[src/rtl/regfile_mp.sv]
// rtl/regfile_mp.sv - multi-port register file with bypass and busy scoreboard
module regfile_mp #(
  parameter int WIDTH      = 32,
  parameter int ADDR_WIDTH = 5,
  parameter int NUM_RD     = 2,
  parameter int NUM_WR     = 1,
  parameter bit ZERO_REG   = 1'b1,
  parameter bit BYPASS     = 1'b1
) (
  input  logic                         clk,
  input  logic                         reset,
  input  logic [NUM_RD*ADDR_WIDTH-1:0] rd_addr,
  output logic [NUM_RD*WIDTH-1:0]      rd_data,
  output logic [NUM_RD-1:0]            rd_busy,
  input  logic [NUM_WR-1:0]            wr_en,
  input  logic [NUM_WR*ADDR_WIDTH-1:0] wr_addr,
  input  logic [NUM_WR*WIDTH-1:0]      wr_data,
  input  logic [NUM_WR-1:0]            wr_clr_busy,
  input  logic                         busy_set,
  input  logic [ADDR_WIDTH-1:0]        busy_addr,
  output logic [(1<<ADDR_WIDTH)-1:0]   busy_vec
);

  localparam int DEPTH = 1 << ADDR_WIDTH;

  logic [WIDTH-1:0]      mem [DEPTH];
  logic [DEPTH-1:0]      busyReg;
  logic [DEPTH-1:0]      busyNext;
  logic [ADDR_WIDTH-1:0] rAddr;
  logic [ADDR_WIDTH-1:0] wAddr;
  logic [WIDTH-1:0]      rData;
  logic                  rBusy;

  // Storage update; later write ports overwrite earlier ones so the highest index wins.
  always_ff @(posedge clk) begin
    if (reset) begin
      for (int i = 0; i < DEPTH; i++) begin
        mem[i] <= '0;
      end
    end else begin
      for (int w = 0; w < NUM_WR; w++) begin
        if (wr_en[w] && !(ZERO_REG && (wr_addr[w*ADDR_WIDTH +: ADDR_WIDTH] == '0))) begin
          mem[wr_addr[w*ADDR_WIDTH +: ADDR_WIDTH]] <= wr_data[w*WIDTH +: WIDTH];
        end
      end
    end
  end

  // Scoreboard next state: clears first, then a new producer's set supersedes them.
  always_comb begin
    busyNext = busyReg;
    for (int w = 0; w < NUM_WR; w++) begin
      if (wr_en[w] && wr_clr_busy[w]) begin
        busyNext[wr_addr[w*ADDR_WIDTH +: ADDR_WIDTH]] = 1'b0;
      end
    end
    if (busy_set) begin
      busyNext[busy_addr] = 1'b1;
    end
    if (ZERO_REG) begin
      busyNext[0] = 1'b0;
    end
  end

  // Scoreboard register.
  always_ff @(posedge clk) begin
    if (reset) begin
      busyReg <= '0;
    end else begin
      busyReg <= busyNext;
    end
  end

  assign busy_vec = busyReg;

  // Async read ports; bypass shows the value and busy state as they will be after this edge.
  always_comb begin
    rd_data = '0;
    rd_busy = '0;
    rAddr   = '0;
    wAddr   = '0;
    rData   = '0;
    rBusy   = 1'b0;
    for (int p = 0; p < NUM_RD; p++) begin
      rAddr = rd_addr[p*ADDR_WIDTH +: ADDR_WIDTH];
      rData = mem[rAddr];
      rBusy = busyReg[rAddr];
      if (BYPASS && !reset) begin
        for (int w = 0; w < NUM_WR; w++) begin
          wAddr = wr_addr[w*ADDR_WIDTH +: ADDR_WIDTH];
          if (wr_en[w] && (wAddr == rAddr)) begin
            rData = wr_data[w*WIDTH +: WIDTH];
            if (busy_set && (busy_addr == rAddr)) begin
              rBusy = 1'b1;
            end else if (wr_clr_busy[w]) begin
              rBusy = 1'b0;
            end else begin
              rBusy = busyReg[rAddr];
            end
          end
        end
      end
      if (ZERO_REG && (rAddr == '0)) begin
        rData = '0;
        rBusy = 1'b0;
      end
      rd_data[p*WIDTH +: WIDTH] = rData;
      rd_busy[p]                = rBusy;
    end
  end

endmodule
[config.mk]
export PLATFORM = sky130hd
export DESIGN_NAME = regfile_mp
export DESIGN_NICKNAME = d
export VERILOG_FILES = /design/src/rtl/regfile_mp.sv
export SDC_FILE = /design/constraint.sdc
export NUM_CORES = 2
export LEC_CHECK = 0
export ABC_AREA = 1
export ABC_CLOCK_PERIOD_IN_PS = 2600
export BUFFER_PORTS_ARGS = -buffer_cell sky130_fd_sc_hd__buf_4
export CELL_PAD_IN_SITES_DETAIL_PLACEMENT = 1
export CELL_PAD_IN_SITES_GLOBAL_PLACEMENT = 1
export CORE_UTILIZATION = 49
export CTS_BUF_LIST = sky130_fd_sc_hd__clkbuf_16
export CTS_CLUSTER_DIAMETER = 40
export CTS_CLUSTER_SIZE = 24
export DETAILED_ROUTE_END_ITERATION = 10
export PLACE_DENSITY_LB_ADDON = 0.08
export REMOVE_ABC_BUFFERS = 1
export SLEW_MARGIN = 0
export SYNTH_ARGS = -nofsm -noshare
export SYNTH_HDL_FRONTEND = slang
export SYNTH_SLANG_ARGS = --single-unit
[constraint.sdc]
create_clock -name clk -period 2.6 [get_ports clk]
set_input_delay 0.13 -clock clk [delete_from_list [all_inputs] [get_ports clk]]
set_output_delay 0.13 -clock clk [all_outputs]
set_load 0.05 [all_outputs]
==> results.txt <==
Most used standard cell by instance count after synthesis: nand2_1. Dividing the synthesized area by the synthesized cell count gives 8.314 um2. The post-detailed-placement cell area is 64,260 um2.

For this run, the post-layout net count is 7,320. The transition time at the pin with the least slew margin works out to 1.193 ns. The synthesized design contains 1,055 register bits. After synthesis, the most frequently instantiated cells are nand2_1 (1,248), nor2_1 (1,184), nand3_1 (1,077), edfxtp_1 (1,024), inv_1 (666).

The port buffer count is 153, and the total of warnings raised by yosys is 0. The cell sitting at the root of the clock tree is a clkbuf_16. The flow ran to the end, but the final reports show violations. Across all hold checks on the routed design, the worst slack comes to 0.07780 ns. After filler insertion, the fill cell instance count of the layout stands at 13,995.

The area used by multi-input combinational logic was 23,390 um2; the maximum count of clock buffers along a single path was 3. The proportion of synthesized flip-flops having asynchronous set or reset was 0%. The worst setup path is launched from an input port. At the worst endpoint, the required time is 3.13 ns. Count of boundary I/O pins: 155. The tools report the final design instance area without fill as 70,740 um2. The worst hold path belongs to the class input port to register. Setup violations remaining at the end of the flow were counted as 14. The clock transition at the registers of the reported paths was 0.05 ns; the length of routed met3 wiring was 32.18 mm. Subtracting the final worst setup slack from the clock period gives 2.651 ns. Once detail routing completed, the nets flagged for antenna violations numbered 0. Part of the power in registers: 39.7%. The top cell type's share of synthesized area was 51.24%; the number of vias in the routed layout was 58,823. In this run the static leakage power is 28.74 nW.

Data arrives at the worst endpoint at 3.18 ns. The number of iterations in the first detailed-routing pass was 5. The final routed wirelength across all metal layers was 273.3 mm; the number of antenna violations at the first check in global routing was 5. For the final-report max-slew violation count, the log shows 0. The tools report the initial detailed-routing violation count as 8,145. The signed area change from the synthesized netlist to the final layout was 17.88%; the total congestion overflow was 0. The final reports fail on setup timing. edfxtp_1 takes more of the synthesized area than any other cell.

The effective utilization at floorplan was 49.36%. After synthesis, the cell types taking the most area are edfxtp_1 (51%), nand3_1 (9.0%), nand2_1 (7.8%), o211ai_1 (7.5%), nor2_1 (7.4%). Total power per unit cell area: 711.2 nW/um2. The share of total power dissipated in the clock network is 45.9%. The die boundary height was 351.9 um. After layout, the design draws a total of 0.05031 W. Routed signal wires occupy layers up through met5. Counting every sink on the clock net gives 1,055. The logs give 0 for the final hold violation count and 0.01459 W for the reported net switching power. In this run, synthesis inferred 1,024 flip-flops with an integrated enable. The number of global-route vias before repair is 59,947. The die covers 123,900 um2.

Setup repair after global routing left no endpoint under its margin. Across the whole layout, storage elements account for 31,370 um2. After synthesis the cells add up to 60,010 um2. Register area share after synthesis: 52.28%. The width of the die was 351.9 um.

The tools report the wire length on met1 as 98.31 mm. Based on the critical path, the design can be clocked at up to 0.3772 GHz. The tools report the number of instances in the placed design as 8,662.

In this run, the combinational gates consume 14.4% of the power. Of all nets on the critical path, the largest fanout is 20. Cell internal power was estimated by the tool at 0.03572 W. The total global-route track usage is 43.41%, and the core region area is 121,600 um2. Category of the worst setup path capture point: a register. The critical path is of the input port to register type. The fraction of the cycle the final worst path needs came out at 102.0%. The number of rows in the core area came out at 128.

The number of non-filler instances in the completed layout was 9,028; the number of H-tree levels was 4. TritonCTS built the clock tree. On the final layout, the worst clock skew is 0 ns. Peak ir drop on the vdd network: 690.7 uV. Clock latency on the worst-skew pair, taken at its later pin, is 0.79 ns.

Dividing the detail-routed wire length by the instance count gives 30.27 um. In the final layout, the share of cells above drive strength 1 is 11.77%. In this run, CTS created clock tree buffers numbering 166. In this run switching power makes up 29.00% of total power. Wire length of the first global-routing pass: 395.4 mm. The amount of wire on met2 after detailed routing came out at 123.2 mm. Entering global routing, the biggest net connects 108 pins. At the end of routability-driven placement, the weighted congestion stood at 0.9211. Detailed placement ended at an HPWL of 162.2 mm. The most used flip-flop cell after synthesis is edfxtp_1.

Dividing the detail-routed via count by the number of cells gives 6.516. Synthesis handed over a netlist of 7,217 instances. Max-cap violations in this run came to 0.

The synthesized netlist contains 37 unique library cells. The run gives 20.28% as the worst max-slew margin expressed relative to the limit. The final setup slack of the worst path came out at -0.05141 ns. The tools report the post-detailed-route DRC marker count as 0.
==> cell usage in the layout (no fill, tap or decap), types with 25 or more instances in the layout <==
master,synthesis,final
conb_1,1,33
nand3_1,1077,1059
dfxtp_1,31,29
a21oi_1,301,295
o21ai_0,280,280
nand2_1,1248,1205
o211ai_1,601,601
dlygate4sd3_1,0,57
clkbuf_16,0,167
inv_1,666,669
inv_6,0,25
nand2_2,2,45
o31ai_1,31,31
buf_4,11,346
edfxtp_1,1024,1024
buf_12,0,115
nor2_1,1184,1183
==> per-layer routing <==
| metal | up-vias | global-route usage, % |
|---|---|---|
| li1 | 24672 | - |
| met1 | 29122 | 54.22 |
| met2 | 3943 | 67.57 |
| met3 | 1082 | 10.17 |
| met4 | 4 | 28.12 |
| met5 | - | 0 |
==> worst paths after layout <==
kind	start	endpoint	slack, ns	cells after the start
setup / recovery	wr_addr[4]	mem[20][11]	-0.05	11
hold / removal	wr_addr[1]	busy_vec[19]	0.08	5
setup reg to reg	busy_vec[3]	busy_vec[3]	1.28	3
hold reg to reg	busy_vec[9]	busy_vec[9]	0.49	2
==> state kept, by name (all words and copies together) (netlist names) <==
register	flops
mem	1024
busy_vec	31
==> power groups by stage <==
stage	clock [W]	combinational, W	sequential, W
global placement	0	0.00668	0.0202
finish	0.0231	0.00725	0.0200
CTS	0.0232	0.00702	0.0199
floorplan	0	0.00334	0.0202
global route	0.0238	0.00756	0.0200
detailed placement	0	0.00688	0.0203
==> area by class of cell <==
| class | instances | area share (%) |
|---|---|---|
| inverter | 678 | 3.654 |
| clock buffer | 167 | 5.908 |
| multi-input combinational | 4832 | 33.06 |
| tap | 1625 | 2.874 |
| timing repair buffer | 530 | 7.946 |
| clock inverter | 136 | 2.184 |
| sequential | 1055 | 44.35 |
| antenna | 5 | 0.01769 |
==> kinds of logic (layout without fill, tap and decap cells) <==
| kind of cell | after synthesis | count (layout) | synth area share (%) |
|---|---|---|---|
| buffers and inverters | 1362 | 1511 | 9.352 |
| and+or+nand+nor | 3570 | 3570 | 25.42 |
| other | 1 | 38 | 0.006249 |
| DFF | 1055 | 1055 | 52.28 |
| xor gates and xnor gates | 5 | 5 | 0.07298 |
| AOI/OAI and AO/OA | 1224 | 1224 | 12.87 |
==> stage by stage <==
stage / setup TNS (ns) / setup slack [ns] / utilization, %
after floorplan: -568.90 / -3.034 / -
after CTS: 0 / 0.003212 / 58.06
after global routing: 0 / 0.0005167 / 58.18
final: -0.1826 / -0.05141 / 58.19
after detailed placement: 0 / 0.2538 / 52.86
after global placement: 0 / 0.3047 / 52.86
==> worst max-delay path, stage by stage <==
cell and delay, ns:
buf_4 0.14, dlygate4sd3_1 0.62, nor2_2 0.29, dlygate4sd3_1 0.64, nand2_2 0.14, o21ai_2 0.21
inv_4 0.14, buf_12 0.19, nand3_4 0.07, buf_4 0.44, nor2_1 0.13
==> what timing repair did <==
item                       4_1_cts  5_1_grt
pin swaps                        1        3
gates cloned                     0        0
hold endpoints to repair       982        0
gates resized for setup          6       37
setup buffers                    0        1
hold buffers                    57        0
setup endpoints to repair        5       59
Power figures use the tool's default switching activity.
